`src/rtl/dmem_arbiter_if.sv`:
```
// Bundle of both requester ports and the data-memory bus for dmem_arbiter.
// master = environment (requesters + memory), slave = the arbiter itself.
interface dmem_arbiter_if;
  logic        m0_req;
  logic        m0_we;
  logic [31:0] m0_addr;
  logic [31:0] m0_wdata;
  logic        m0_gnt;
  logic        m0_rvalid;
  logic [31:0] m0_rdata;
  logic        m0_err;

  logic        m1_req;
  logic        m1_we;
  logic [31:0] m1_addr;
  logic [31:0] m1_wdata;
  logic        m1_gnt;
  logic        m1_rvalid;
  logic [31:0] m1_rdata;
  logic        m1_err;

  logic [1:0]  mem_rw;
  logic [31:0] mem_addr;
  logic [31:0] mem_wdata;
  logic [31:0] mem_rdata;

  modport master (
    output m0_req, m0_we, m0_addr, m0_wdata,
    input  m0_gnt, m0_rvalid, m0_rdata, m0_err,
    output m1_req, m1_we, m1_addr, m1_wdata,
    input  m1_gnt, m1_rvalid, m1_rdata, m1_err,
    input  mem_rw, mem_addr, mem_wdata,
    output mem_rdata
  );

  modport slave (
    input  m0_req, m0_we, m0_addr, m0_wdata,
    output m0_gnt, m0_rvalid, m0_rdata, m0_err,
    input  m1_req, m1_we, m1_addr, m1_wdata,
    output m1_gnt, m1_rvalid, m1_rdata, m1_err,
    output mem_rw, mem_addr, mem_wdata,
    input  mem_rdata
  );
endinterface

```
`src/rtl/dmem_arbiter.sv`:
```
// Two-port round-robin arbiter and 4-cycle access sequencer for the data memory.
// Optional out-of-range blocking: define DMEM_ARB_RANGE_CHECK_EN.
module dmem_arbiter #(
  parameter int unsigned MEM_BYTES = 80,
  parameter logic [31:0] PARK_ADDR = 32'hFFFF_FFF0
) (
  input logic           clk,
  input logic           rst,
  dmem_arbiter_if.slave bus
);

  typedef enum logic [1:0] {IDLE, SETUP, ACCESS, RESP} state_t;
  typedef enum logic [1:0] {RW_NONE = 2'b00, RW_READ = 2'b01, RW_WRITE = 2'b10} rw_t;

  state_t state_q, state_d;
  rw_t    mem_rw_q, mem_rw_d;

  logic        port_q, port_d;
  logic        last_q, last_d;
  logic        we_q, we_d;
  logic        oor_q, oor_d;
  logic [31:0] addr_q, addr_d;
  logic [31:0] wdata_q, wdata_d;
  logic [31:0] mem_addr_q, mem_addr_d;
  logic [31:0] mem_wdata_q, mem_wdata_d;
  logic [1:0]  gnt_q, gnt_d;
  logic [1:0]  rvalid_q, rvalid_d;
  logic [1:0]  err_q, err_d;
  logic [1:0][31:0] rdata_q, rdata_d;

  logic [1:0]  req;
  logic        winner;
  logic        sel_we;
  logic [31:0] sel_addr;
  logic [31:0] sel_wdata;
  logic        sel_in_win;
  logic        sel_oor;

  assign req = {bus.m1_req, bus.m0_req};

  // On a tie the port not served last wins; last_q resets to 1 so port 0 wins first.
  assign winner    = (req[0] && req[1]) ? ~last_q : req[1];
  assign sel_we    = winner ? bus.m1_we    : bus.m0_we;
  assign sel_addr  = winner ? bus.m1_addr  : bus.m0_addr;
  assign sel_wdata = winner ? bus.m1_wdata : bus.m0_wdata;

  // 33-bit sum so a word straddling 32'hFFFF_FFFF counts as out of range.
  assign sel_in_win = ({1'b0, sel_addr} + 33'd3) < 33'(MEM_BYTES);

`ifdef DMEM_ARB_RANGE_CHECK_EN
  assign sel_oor = ~sel_in_win;
`else
  logic unused_range;
  assign unused_range = sel_in_win;
  assign sel_oor      = 1'b0;
`endif

  // NOTE: every always_comb output gets a default first, so no path can infer a latch.
  always_comb begin
    state_d     = state_q;
    port_d      = port_q;
    last_d      = last_q;
    we_d        = we_q;
    oor_d       = oor_q;
    addr_d      = addr_q;
    wdata_d     = wdata_q;
    mem_rw_d    = mem_rw_q;
    mem_addr_d  = mem_addr_q;
    mem_wdata_d = mem_wdata_q;
    gnt_d       = '0;
    rvalid_d    = '0;
    err_d       = '0;
    rdata_d     = '0;

    case (state_q)
      IDLE: begin
        if (|req) begin
          port_d         = winner;
          we_d           = sel_we;
          addr_d         = sel_addr;
          wdata_d        = sel_wdata;
          oor_d          = sel_oor;
          gnt_d[winner]  = 1'b1;
          state_d        = SETUP;
          if (!sel_oor) begin
            mem_rw_d    = sel_we ? RW_WRITE : RW_READ;
            mem_addr_d  = sel_addr;
            mem_wdata_d = sel_wdata;
          end
        end
      end
      SETUP: state_d = ACCESS;
      ACCESS: begin
        // Closing edge of ACCESS: memory write commits, read data is captured.
        rvalid_d[port_q] = 1'b1;
        err_d[port_q]    = oor_q;
        if (!we_q && !oor_q) rdata_d[port_q] = bus.mem_rdata;
        mem_rw_d   = RW_NONE;
        mem_addr_d = PARK_ADDR;
        state_d    = RESP;
      end
      RESP: begin
        last_d  = port_q;
        state_d = IDLE;
      end
      default: state_d = IDLE;
    endcase
  end

  // NOTE: sequential state uses non-blocking assignments so all registers update together.
  always_ff @(posedge clk) begin
    if (rst) begin
      state_q     <= IDLE;
      port_q      <= 1'b0;
      last_q      <= 1'b1;
      we_q        <= 1'b0;
      oor_q       <= 1'b0;
      addr_q      <= '0;
      wdata_q     <= '0;
      mem_rw_q    <= RW_NONE;
      mem_addr_q  <= PARK_ADDR;
      mem_wdata_q <= '0;
      gnt_q       <= '0;
      rvalid_q    <= '0;
      err_q       <= '0;
      rdata_q     <= '0;
    end else begin
      state_q     <= state_d;
      port_q      <= port_d;
      last_q      <= last_d;
      we_q        <= we_d;
      oor_q       <= oor_d;
      addr_q      <= addr_d;
      wdata_q     <= wdata_d;
      mem_rw_q    <= mem_rw_d;
      mem_addr_q  <= mem_addr_d;
      mem_wdata_q <= mem_wdata_d;
      gnt_q       <= gnt_d;
      rvalid_q    <= rvalid_d;
      err_q       <= err_d;
      rdata_q     <= rdata_d;
    end
  end

  assign bus.m0_gnt    = gnt_q[0];
  assign bus.m1_gnt    = gnt_q[1];
  assign bus.m0_rvalid = rvalid_q[0];
  assign bus.m1_rvalid = rvalid_q[1];
  assign bus.m0_err    = err_q[0];
  assign bus.m1_err    = err_q[1];
  assign bus.m0_rdata  = rdata_q[0];
  assign bus.m1_rdata  = rdata_q[1];
  assign bus.mem_rw    = mem_rw_q;
  assign bus.mem_addr  = mem_addr_q;
  assign bus.mem_wdata = mem_wdata_q;

endmodule

```
`src/flat_wrapper.sv`:
```
// flat-port wrapper written by rule: the top's interface ports become plain ports
module dmem_arbiter_flat 
#(
  parameter int unsigned MEM_BYTES = 80,
  parameter logic [31:0] PARK_ADDR = 32'hFFFF_FFF0
)
  (clk, rst, bus_m0_req, bus_m0_we, bus_m0_addr, bus_m0_wdata, bus_m0_gnt, bus_m0_rvalid, bus_m0_rdata, bus_m0_err, bus_m1_req, bus_m1_we, bus_m1_addr, bus_m1_wdata, bus_m1_gnt, bus_m1_rvalid, bus_m1_rdata, bus_m1_err, bus_mem_rw, bus_mem_addr, bus_mem_wdata, bus_mem_rdata);
  dmem_arbiter_if bus_i ();
  input logic clk;
  input logic rst;
  input wire logic [$bits(bus_i.m0_req)-1:0] bus_m0_req;
  input wire logic [$bits(bus_i.m0_we)-1:0] bus_m0_we;
  input wire logic [$bits(bus_i.m0_addr)-1:0] bus_m0_addr;
  input wire logic [$bits(bus_i.m0_wdata)-1:0] bus_m0_wdata;
  output wire logic [$bits(bus_i.m0_gnt)-1:0] bus_m0_gnt;
  output wire logic [$bits(bus_i.m0_rvalid)-1:0] bus_m0_rvalid;
  output wire logic [$bits(bus_i.m0_rdata)-1:0] bus_m0_rdata;
  output wire logic [$bits(bus_i.m0_err)-1:0] bus_m0_err;
  input wire logic [$bits(bus_i.m1_req)-1:0] bus_m1_req;
  input wire logic [$bits(bus_i.m1_we)-1:0] bus_m1_we;
  input wire logic [$bits(bus_i.m1_addr)-1:0] bus_m1_addr;
  input wire logic [$bits(bus_i.m1_wdata)-1:0] bus_m1_wdata;
  output wire logic [$bits(bus_i.m1_gnt)-1:0] bus_m1_gnt;
  output wire logic [$bits(bus_i.m1_rvalid)-1:0] bus_m1_rvalid;
  output wire logic [$bits(bus_i.m1_rdata)-1:0] bus_m1_rdata;
  output wire logic [$bits(bus_i.m1_err)-1:0] bus_m1_err;
  output wire logic [$bits(bus_i.mem_rw)-1:0] bus_mem_rw;
  output wire logic [$bits(bus_i.mem_addr)-1:0] bus_mem_addr;
  output wire logic [$bits(bus_i.mem_wdata)-1:0] bus_mem_wdata;
  input wire logic [$bits(bus_i.mem_rdata)-1:0] bus_mem_rdata;
  assign bus_i.m0_req = bus_m0_req;
  assign bus_i.m0_we = bus_m0_we;
  assign bus_i.m0_addr = bus_m0_addr;
  assign bus_i.m0_wdata = bus_m0_wdata;
  assign bus_m0_gnt = bus_i.m0_gnt;
  assign bus_m0_rvalid = bus_i.m0_rvalid;
  assign bus_m0_rdata = bus_i.m0_rdata;
  assign bus_m0_err = bus_i.m0_err;
  assign bus_i.m1_req = bus_m1_req;
  assign bus_i.m1_we = bus_m1_we;
  assign bus_i.m1_addr = bus_m1_addr;
  assign bus_i.m1_wdata = bus_m1_wdata;
  assign bus_m1_gnt = bus_i.m1_gnt;
  assign bus_m1_rvalid = bus_i.m1_rvalid;
  assign bus_m1_rdata = bus_i.m1_rdata;
  assign bus_m1_err = bus_i.m1_err;
  assign bus_mem_rw = bus_i.mem_rw;
  assign bus_mem_addr = bus_i.mem_addr;
  assign bus_mem_wdata = bus_i.mem_wdata;
  assign bus_i.mem_rdata = bus_mem_rdata;
  dmem_arbiter #(.MEM_BYTES(MEM_BYTES), .PARK_ADDR(PARK_ADDR)) u_core (.clk(clk), .rst(rst), .bus(bus_i));
endmodule
```
`config.mk`:
```
export PLATFORM = sky130hd
export DESIGN_NAME = dmem_arbiter_flat
export DESIGN_NICKNAME = d
export VERILOG_FILES = /design/src/rtl/dmem_arbiter_if.sv /design/src/rtl/dmem_arbiter.sv /design/src/flat_wrapper.sv
export SDC_FILE = /design/constraint.sdc
export NUM_CORES = 1
export LEC_CHECK = 0
export CELL_PAD_IN_SITES_DETAIL_PLACEMENT = 1
export CELL_PAD_IN_SITES_GLOBAL_PLACEMENT = 2
export CORE_MARGIN = 2
export CORE_UTILIZATION = 22
export DETAILED_ROUTE_END_ITERATION = 6
export GPL_TIMING_DRIVEN = 0
export PLACE_DENSITY_LB_ADDON = 0.05
export SLEW_MARGIN = 20
export SYNTH_ARGS = -nofsm -noshare
export SYNTH_HDL_FRONTEND = slang
export SYNTH_SLANG_ARGS = --single-unit
```
`constraint.sdc`:
```
create_clock -name clk -period 4.1 [get_ports clk]
set_input_delay 1.025 -clock clk [delete_from_list [all_inputs] [get_ports clk]]
set_output_delay 1.025 -clock clk [all_outputs]
set_load 0.1 [all_outputs]
```
# Word-level counts from Yosys, hierarchy flattened
# Cells that the tools add are included.
# op_classes
order_cmp,4
n_eq_ne,4
n_mux,17
bitwise_logic,5
reduce_logical,11
# op_table
operator,count
$mux W32,4
$and A64 B64 Y64,1
$pmux W32 S2,1
$demux W32 S1,1
$pmux W2 S4,1
$mux W2,3
$reduce_or A3 Y1,2
$eq A2 B2 Y1 const B,2
$lt A1 B2 Y1 const B,2
$mux W1,4
$not A1 Y1,4
$pmux W2 S2,1
$reduce_and A2 Y1,2
$reduce_or A2 Y1,2
$logic_and A1 B1 Y1,3
$demux W1 S1,2
$eq A2 B1 Y1 const B,1
$ge A1 B1 Y1 const B,2
$logic_not A2 Y1,1
$ne A2 B1 Y1 const B,1
$reduce_bool A2 Y1,1
# totals
regBits,139
inputBits,166
wordCells,52

# Longest topological paths before layout
# Gate-level depths: netlist of run 1.
# depth
word_depth,6
mapped_depth,7
depth_no_buf,5

# Worst setup path after synthesis of run 1
# Ideal clock, no wire load.
# synth_timing
path_type,input port to flip-flop
startpoint,in bus_m1_req
endpoint,reg u_core.mem_addr_q[11] (netlist: u_core.bus.mem_addr[11])
setup_time_ns,0.129
arrival_ns,1.948
required_ns,3.971
slack_ns,2.023
stages,5
n_path_buf,2
cell_sequence,or3b_4 > a21o_1 > buf_6 > buf_6 > a2bb2oi_1
# synth_via
elab_chain_len,5
elab_cells_between_ends,8
cone_classes,1 x eq/ne; 4 x mux; 3 x reduce/logical
# synth_rtl
element,line,text
"start, declared",flat_wrapper.sv:19,input wire logic [$bits(bus_i.m1_req)-1:0] bus_m1_req;
$logic_and A1 B1 Y1,dmem_arbiter.sv:42,assign winner = (req[0] && req[1]) ? ~last_q : req[1];
$mux W1,dmem_arbiter.sv:42,
$mux W32,dmem_arbiter.sv:44,assign sel_addr = winner ? bus.m1_addr : bus.m0_addr;
$mux W32,dmem_arbiter.sv:77,if (|req) begin
$pmux W32 S2,dmem_arbiter.sv:75,case (state_q)
"end signal, assigned",dmem_arbiter.sv:136,mem_addr_q <= mem_addr_d;
"end, declared",dmem_arbiter.sv:24,"logic [31:0] mem_addr_q, mem_addr_d;"
# Several ways; a longest one is shown, not always the timed one. The select of a mux whose other input is x is not followed.
# A chain may end at the register's enable or synchronous reset.

# Worst setup path after layout of run 1
# layout_timing
startpoint,reg u_core.mem_addr_q[31] (netlist: u_core.bus.mem_addr[31])
endpoint,out bus_mem_addr[31]
# layout_lines
element,line,text
"end, declared",flat_wrapper.sv:28,output wire logic [$bits(bus_i.mem_addr)-1:0] bus_mem_addr;
# No word-level cell between the ends.

==> results.toml, run 1 <==
[run_status]
status = "completed"

[timing]
hold_viol = 0
fin_crit_sh_pct = 72.2
finalSetupTns_ns = 0
slew_headroom_pct = 29.5
tightest_slew_ns = 1.05
drv_slew = 0
finalSetupViolCount = 0
clock.fmax_ghz = 0.338
final.setup_skew_ns = 0.0104
grt_setup_unrepaired = "no"
worst_hold_slack_ns = 0.472
fin_crit_ns = 2.96

[synth]
yosys.area.top_type_share_pct = 56.2
netlist_area_um2 = 4950
syn_avg_cell_area_um2 = 9.73
ys_warn_count = 0
yosysTopAreaCell = "dfxtp_1"
yosysSeqAreaShare_pct = 56.2
synth_area_leaders = "dfxtp_1 56%, nor2_1 7.5%, mux2i_1 6.9%"
synth_seq_cells = 139
synth.distinct_cells = 33
syn_inst = 509

[cts]
post_cts_resized = 0
ctsRootBufferMaster = "clkbuf_16"
insertion_delay_ns = 0.41
holdBufCountCts = 0
clk_path_buf_depth = 2
cts_setup_buffers = 0
cts_made_buffers = 17
h-tree-depth = 4
cts_tree = "built"
cts_sinks = 139
clkTransAtPathRegs_ns = 0.06

[setup_path]
critical_path.endpoint_type = "output pin"
criticalPathCategory = "flip-flop to output pin"
r2r_setup_slack_ns = 2.27
crit_cells = 1
r2r-start = "u_core.state_q[0]$_SDFFE_PP0P_"
worstReg2RegEnd = "u_core.bus.mem_addr[20]$_SDFFE_PP1P_"
cp-startpoint = "u_core.bus.mem_addr[31]$_SDFFE_PP1P_"
ff2ff_path_depth = 6
slowest_stage = "clkdlybuf4s50_1"
endpoint = "bus_mem_addr[31]"
critical_path.max_stage_delay_ns = 1.18
timing.critical_path.max_delay_family = "buffers and inverters"
path_buf_inv = 1
required_ns = 3.07
crit_chain = "clkdlybuf4s50_1"
start_kind = "flip-flop"
worstPathArrival_ns = 1.94
critPathMaxFanout = 2

[grt]
grt_pass1_vias = 5159
grt_overflow = 0
grt_util_all_layers_pct = 15.4
grt_pass1_wl_mm = 28.2
grt_max_degree = 17
antenna_found_initial = 1

[detailed_routing]
drt_wl_total_mm = 18.3
viasPerCell = 4.27
drcViolationCount = 0
wl_met3_mm = 1.50
wl_met2_mm = 9.09
vias = 4780
firstDrtPassIters = 4
wl_met1_mm = 7.54
ant_nets = 0
top_layer = "met5"
drt_iter0_markers = 152
wl_per_cell_um = 16.4

[finish]
fillCellCount = 2434
fin_nets = 996
final_area_um2 = 8890
syn_to_final_growth_pct = 79.4
final_util_pct = 40.5
final_cell_mix = "298 x clkdlybuf4s50_1, 139 x dfxtp_1, 99 x nor2_1"
antenna_cells = 0
final_common_cell = "clkdlybuf4s50_1"
layout-drive-gt1-share_pct = 7.38

[floorplanning]
start_util_pct = 22.6
fp.dieH_um = 154
dieWidth_um = 154
dieArea_um2 = 23700
rows = 54
boundaryPins = 302
core_um2 = 22000

[placement]
placed_area_um2 = 8290
dpl.hpwl_mm = 14.4
io_buffers = 298
gp_congestion = 0.725

[pwr]
powerDensity_nw_per_um2 = 779
power_leakage_nw = 3.57
ir_worst_vdd_uv = 274

[flow_run]
maxCapViolations = 0

[worst_hold_path]
worstHoldPathType = "flip-flop to flip-flop"
==> worst min path at each step <==
stage	start	endpoint	slack, ns	cells past startpoint
after floorplan	u_core.port_q$_SDFFE_PP0P_	u_core.port_q$_SDFFE_PP0P_	0.46	2
after CTS	u_core.bus.mem_addr[1]$_SDFFE_PP0P_	u_core.bus.mem_addr[1]$_SDFFE_PP0P_	0.47	2
final	u_core.bus.mem_addr[1]$_SDFFE_PP0P_	u_core.bus.mem_addr[1]$_SDFFE_PP0P_	0.47	2
after detailed placement	u_core.bus.mem_addr[1]$_SDFFE_PP0P_	u_core.bus.mem_addr[1]$_SDFFE_PP0P_	0.46	2
after global placement	u_core.bus.mem_addr[1]$_SDFFE_PP0P_	u_core.bus.mem_addr[1]$_SDFFE_PP0P_	0.46	2
after global routing	u_core.bus.mem_addr[30]$_SDFFE_PP1P_	u_core.bus.mem_addr[30]$_SDFFE_PP1P_	0.50	1
==> report_power, final <==
part	internal, W	switching, W
Sequential	0.00163	0.000149
Combinational	0.000975	0.00260
Clock	0.000926	0.000637
==> state kept, by name, summed over array words and instances (netlist names) <==
name / count
u_core.we_q: 1
u_core.bus.m1_rdata: 32
u_core.port_q: 1
u_core.last_q: 1
u_core.bus.mem_wdata: 32
u_core.state_q: 2
u_core.bus.m0_rdata: 32
u_core.bus.mem_rw: 2
u_core.bus.mem_addr: 32
u_core.rvalid_q: 2
u_core.gnt_q: 2
==> routing by layer <==
| layer | vias up | global-route usage (%) |
|---|---|---|
| met2 | 178 | 27.1 |
| met4 | 2 | 3.60 |
| met1 | 2233 | 17.4 |
| li1 | 2356 | - |
| met3 | 11 | 6.14 |
| met5 | - | 0 |
==> area by class of cell <==
class	count	area (um2)	share of cell area, %
repair buffers	298	2980	33.5
flip-flops and latches	139	2780	31.3
multi-input cells	320	1900	21.4
clock buffers	18	439	4.94
well taps	280	350	3.94
plain buffers	41	235	2.65
clock inverters	14	160	1.80
inverters	10	37.5	0.422
==> logic make-up after synthesis <==
family	Yosys count	share of synthesized area [%]
multiplexers	34	6.87
AO/OA/AOI/OAI	74	12.7
adder cells (fa/ha/maj)	3	0.758
flip-flops	139	56.2
other	1	0.0757
buffers and inverters	51	5.51
AND/OR/NAND/NOR	207	17.9
==> cells in the mapped netlist <==
cell,number
a2bb2oi_1,28
buf_2,14
a21o_1,1
nand3b_1,1
mux2i_1,34
ha_1,3
or2_2,1
buf_8,1
nor2b_1,1
nor3_1,3
or3_1,1
clkbuf_1,16
a21boi_2,1
nand2b_1,32
a311oi_1,32
inv_1,10
buf_6,4
or3b_2,1
o21a_1,1
or3b_4,1
o21ai_0,1
dfxtp_1,139
nand2_1,66
a2bb2o_1,1
buf_4,6
o22ai_1,5
conb_1,1
a211o_1,1
nor2_1,99
nor3b_1,1
a21bo_2,1
a211oi_1,1
a21oi_1,1
==> through the flow <==
| stage | worst slack (ns) | std cells | total power [W] |
|---|---|---|---|
| 6_report | 1.14 | 1120 | 0.00692 |
| 5_1_grt | 1.06 | 1120 | 0.00725 |
| 4_1_cts | 1.10 | 1120 | 0.00702 |
| 3_5_place_dp | 1.22 | 1088 | 0.00542 |
| 3_3_place_gp | 1.28 | 1088 | 0.00538 |
| 2_1_floorplan | 2.02 | 510 | 0.00445 |
Note: power is estimated with default switching activity, not from simulation.
==> run 2: changes to the inputs <==
--- a/config.mk
+++ b/config.mk
@@ -8,7 +8,7 @@
 export CELL_PAD_IN_SITES_DETAIL_PLACEMENT = 1
 export CELL_PAD_IN_SITES_GLOBAL_PLACEMENT = 2
 export CORE_MARGIN = 2
-export CORE_UTILIZATION = 22
+export CORE_UTILIZATION = 20
 export DETAILED_ROUTE_END_ITERATION = 6
 export GPL_TIMING_DRIVEN = 0
 export PLACE_DENSITY_LB_ADDON = 0.05
==> constraint.sdc (replaced) <==
create_clock -name clk -period 3 [get_ports clk]
set_input_delay 0.75 -clock clk [delete_from_list [all_inputs] [get_ports clk]]
set_output_delay 0.75 -clock clk [all_outputs]
set_load 0.1 [all_outputs]
==> run 2 against run 1 <==
Clock skew up 0.0019 ns. Largest cell class unchanged. Sequential power up 37%. Total power up 35%. Count of clock-buffer cells in the layout unchanged. Critical endpoint is now bus_mem_wdata[28]. Design area up 0.21%. First-iteration DRC count down 14%. Final cell count up 3.9%.
==> results.toml, run 2 (synthesis results as in run 1) <==
[detailed_routing]
drt_wl_total_mm = 18.8
viasPerCell = 4.07
drt_iter0_markers = 130
wl_per_cell_um = 16.1
firstDrtPassIters = 4
ant_nets = 0
drcViolationCount = 0
vias = 4733

[timing]
clock.fmax_ghz = 0.371
fin_crit_ns = 2.70
tightest_slew_ns = 1.05
finalSetupTns_ns = 0
grt_setup_unrepaired = "no"
hold_viol = 0
fin_crit_sh_pct = 89.8
slew_headroom_pct = 29.6
final.setup_skew_ns = 0.0123
drv_slew = 0
finalSetupViolCount = 0
worst_slack_ns = 0.305

[worst_hold_path]
worstHoldPathType = "flip-flop to flip-flop"
holdPathEnd = "u_core.bus.mem_rw[1]$_SDFFE_PP0P_"
hp-start = "u_core.bus.mem_rw[1]$_SDFFE_PP0P_"
hold_path_depth = 2

[pwr]
p_seq_share_pct = 25.9
powerDensity_nw_per_um2 = 1050
ir_worst_vdd_uv = 415
intPower_w = 0.00467
power_leakage_nw = 3.55
power.switching_w = 0.00468
combPwrFrac_pct = 52.4
swShare_pct = 50.1
p_clk_share_pct = 21.6

[floorplanning]
dieArea_um2 = 26000
boundaryPins = 302
core_um2 = 24300
dieWidth_um = 161
start_util_pct = 20.4
rows = 57
fp.dieH_um = 161

[cts]
cts_sinks = 139
ctsRootBufferMaster = "clkbuf_16"
holdBufCountCts = 0
h-tree-depth = 4
insertion_delay_ns = 0.43
clk_path_buf_depth = 2
post_cts_resized = 0
cts_made_buffers = 17
cts_tree = "built"
clkTransAtPathRegs_ns = 0.07
cts_setup_buffers = 0

[setup_path]
r2r_setup_slack_ns = 1.12
path_buf_inv = 1
critPathMaxFanout = 2
worstPathArrival_ns = 1.95
r2r-start = "u_core.state_q[0]$_SDFFE_PP0P_"
critical_path.endpoint_type = "output pin"
worstReg2RegEnd = "u_core.bus.mem_addr[18]$_SDFFE_PP1P_"
critical_path.max_stage_delay_ns = 1.19
cp-startpoint = "u_core.bus.mem_wdata[28]$_SDFFE_PP0P_"
slowest_stage = "clkdlybuf4s50_1"
required_ns = 2.25
crit_chain = "clkdlybuf4s50_1"
timing.critical_path.max_delay_family = "buffers and inverters"
ff2ff_path_depth = 6
start_kind = "flip-flop"
criticalPathCategory = "flip-flop to output pin"

[finish]
syn_to_final_growth_pct = 79.8
antenna_cells = 0
final_common_cell = "clkdlybuf4s50_1"
final_cell_mix = "298 x clkdlybuf4s50_1, 139 x dfxtp_1, 99 x nor2_1"
fin_nets = 996
layout-drive-gt1-share_pct = 7.38
stdcell_count = 1164

[placement]
dpl.hpwl_mm = 14.6
place_ws_ns = 0.356
place_inst = 1132
gp_congestion = 0.742
io_buffers = 298

[grt]
antenna_found_initial = 0
grt_util_all_layers_pct = 14.3
grt_max_degree = 17
grt_pass1_vias = 5099
grt_overflow = 0
grt_pass1_wl_mm = 28.7

[flow_run]
maxCapViolations = 0

[run_status]
status = "completed"
-- run 2: cell count changes in the layout (fill, tap and decap cells not counted), sizes merged --
cell    change
inv         +3
bufinv      -2
clkinv      -1
-- run 2: power by group through the flow --
stage	Clock [W]	Sequential (W)	Combinational, W
floorplan	0	0.00500	0.00108
global placement	0	0.00246	0.00492
detailed placement	0	0.00247	0.00495
CTS	0.00211	0.00243	0.00497
global route	0.00218	0.00248	0.00514
finish	0.00203	0.00243	0.00491
-- run 2: cell type report --
class / count / area [um2]
plain buffers: 41 / 235
clock buffers: 18 / 439
clock inverters: 14 / 124
fillers: 2778 / 15400
inverters: 10 / 37.5
multi-input cells: 320 / 1900
flip-flops and latches: 139 / 2780
well taps: 324 / 405
repair buffers: 298 / 2980
-- run 2: metal layers --
layer | routed length [um] | vias up | track usage, %
met2 | 9340 | 180 | 24.5
met5 | 0 | - | 0
met3 | 1690 | 16 | 5.68
li1 | - | 2349 | -
met4 | 251 | 0 | 4.42
met1 | 7500 | 2188 | 16.5
-- run 2: metrics by stage --
step	utilization (%)	hold WS, ns	total power [W]	area (um2)
6_report	36.6	0.478	0.00936	8910
5_1_grt	36.6	0.499	0.00979	8910
4_1_cts	36.6	0.481	0.00951	8910
3_5_place_dp	34.3	0.463	0.00742	8350
3_3_place_gp	34.3	0.458	0.00737	8350
2_1_floorplan	-	0.458	0.00608	4960
-- run 2: worst max-delay path by stage --
stage | end | depth (start not counted)
6_report | bus_mem_wdata[28] | 1
5_1_grt | bus_mem_wdata[28] | 1
4_1_cts | bus_mem_rw[1] | 1
3_5_place_dp | u_core.bus.mem_rw[0]$_SDFFE_PP0P_ | 5
3_3_place_gp | u_core.bus.mem_rw[0]$_SDFFE_PP0P_ | 5
2_1_floorplan | u_core.bus.mem_addr[11]$_SDFFE_PP1P_ | 5
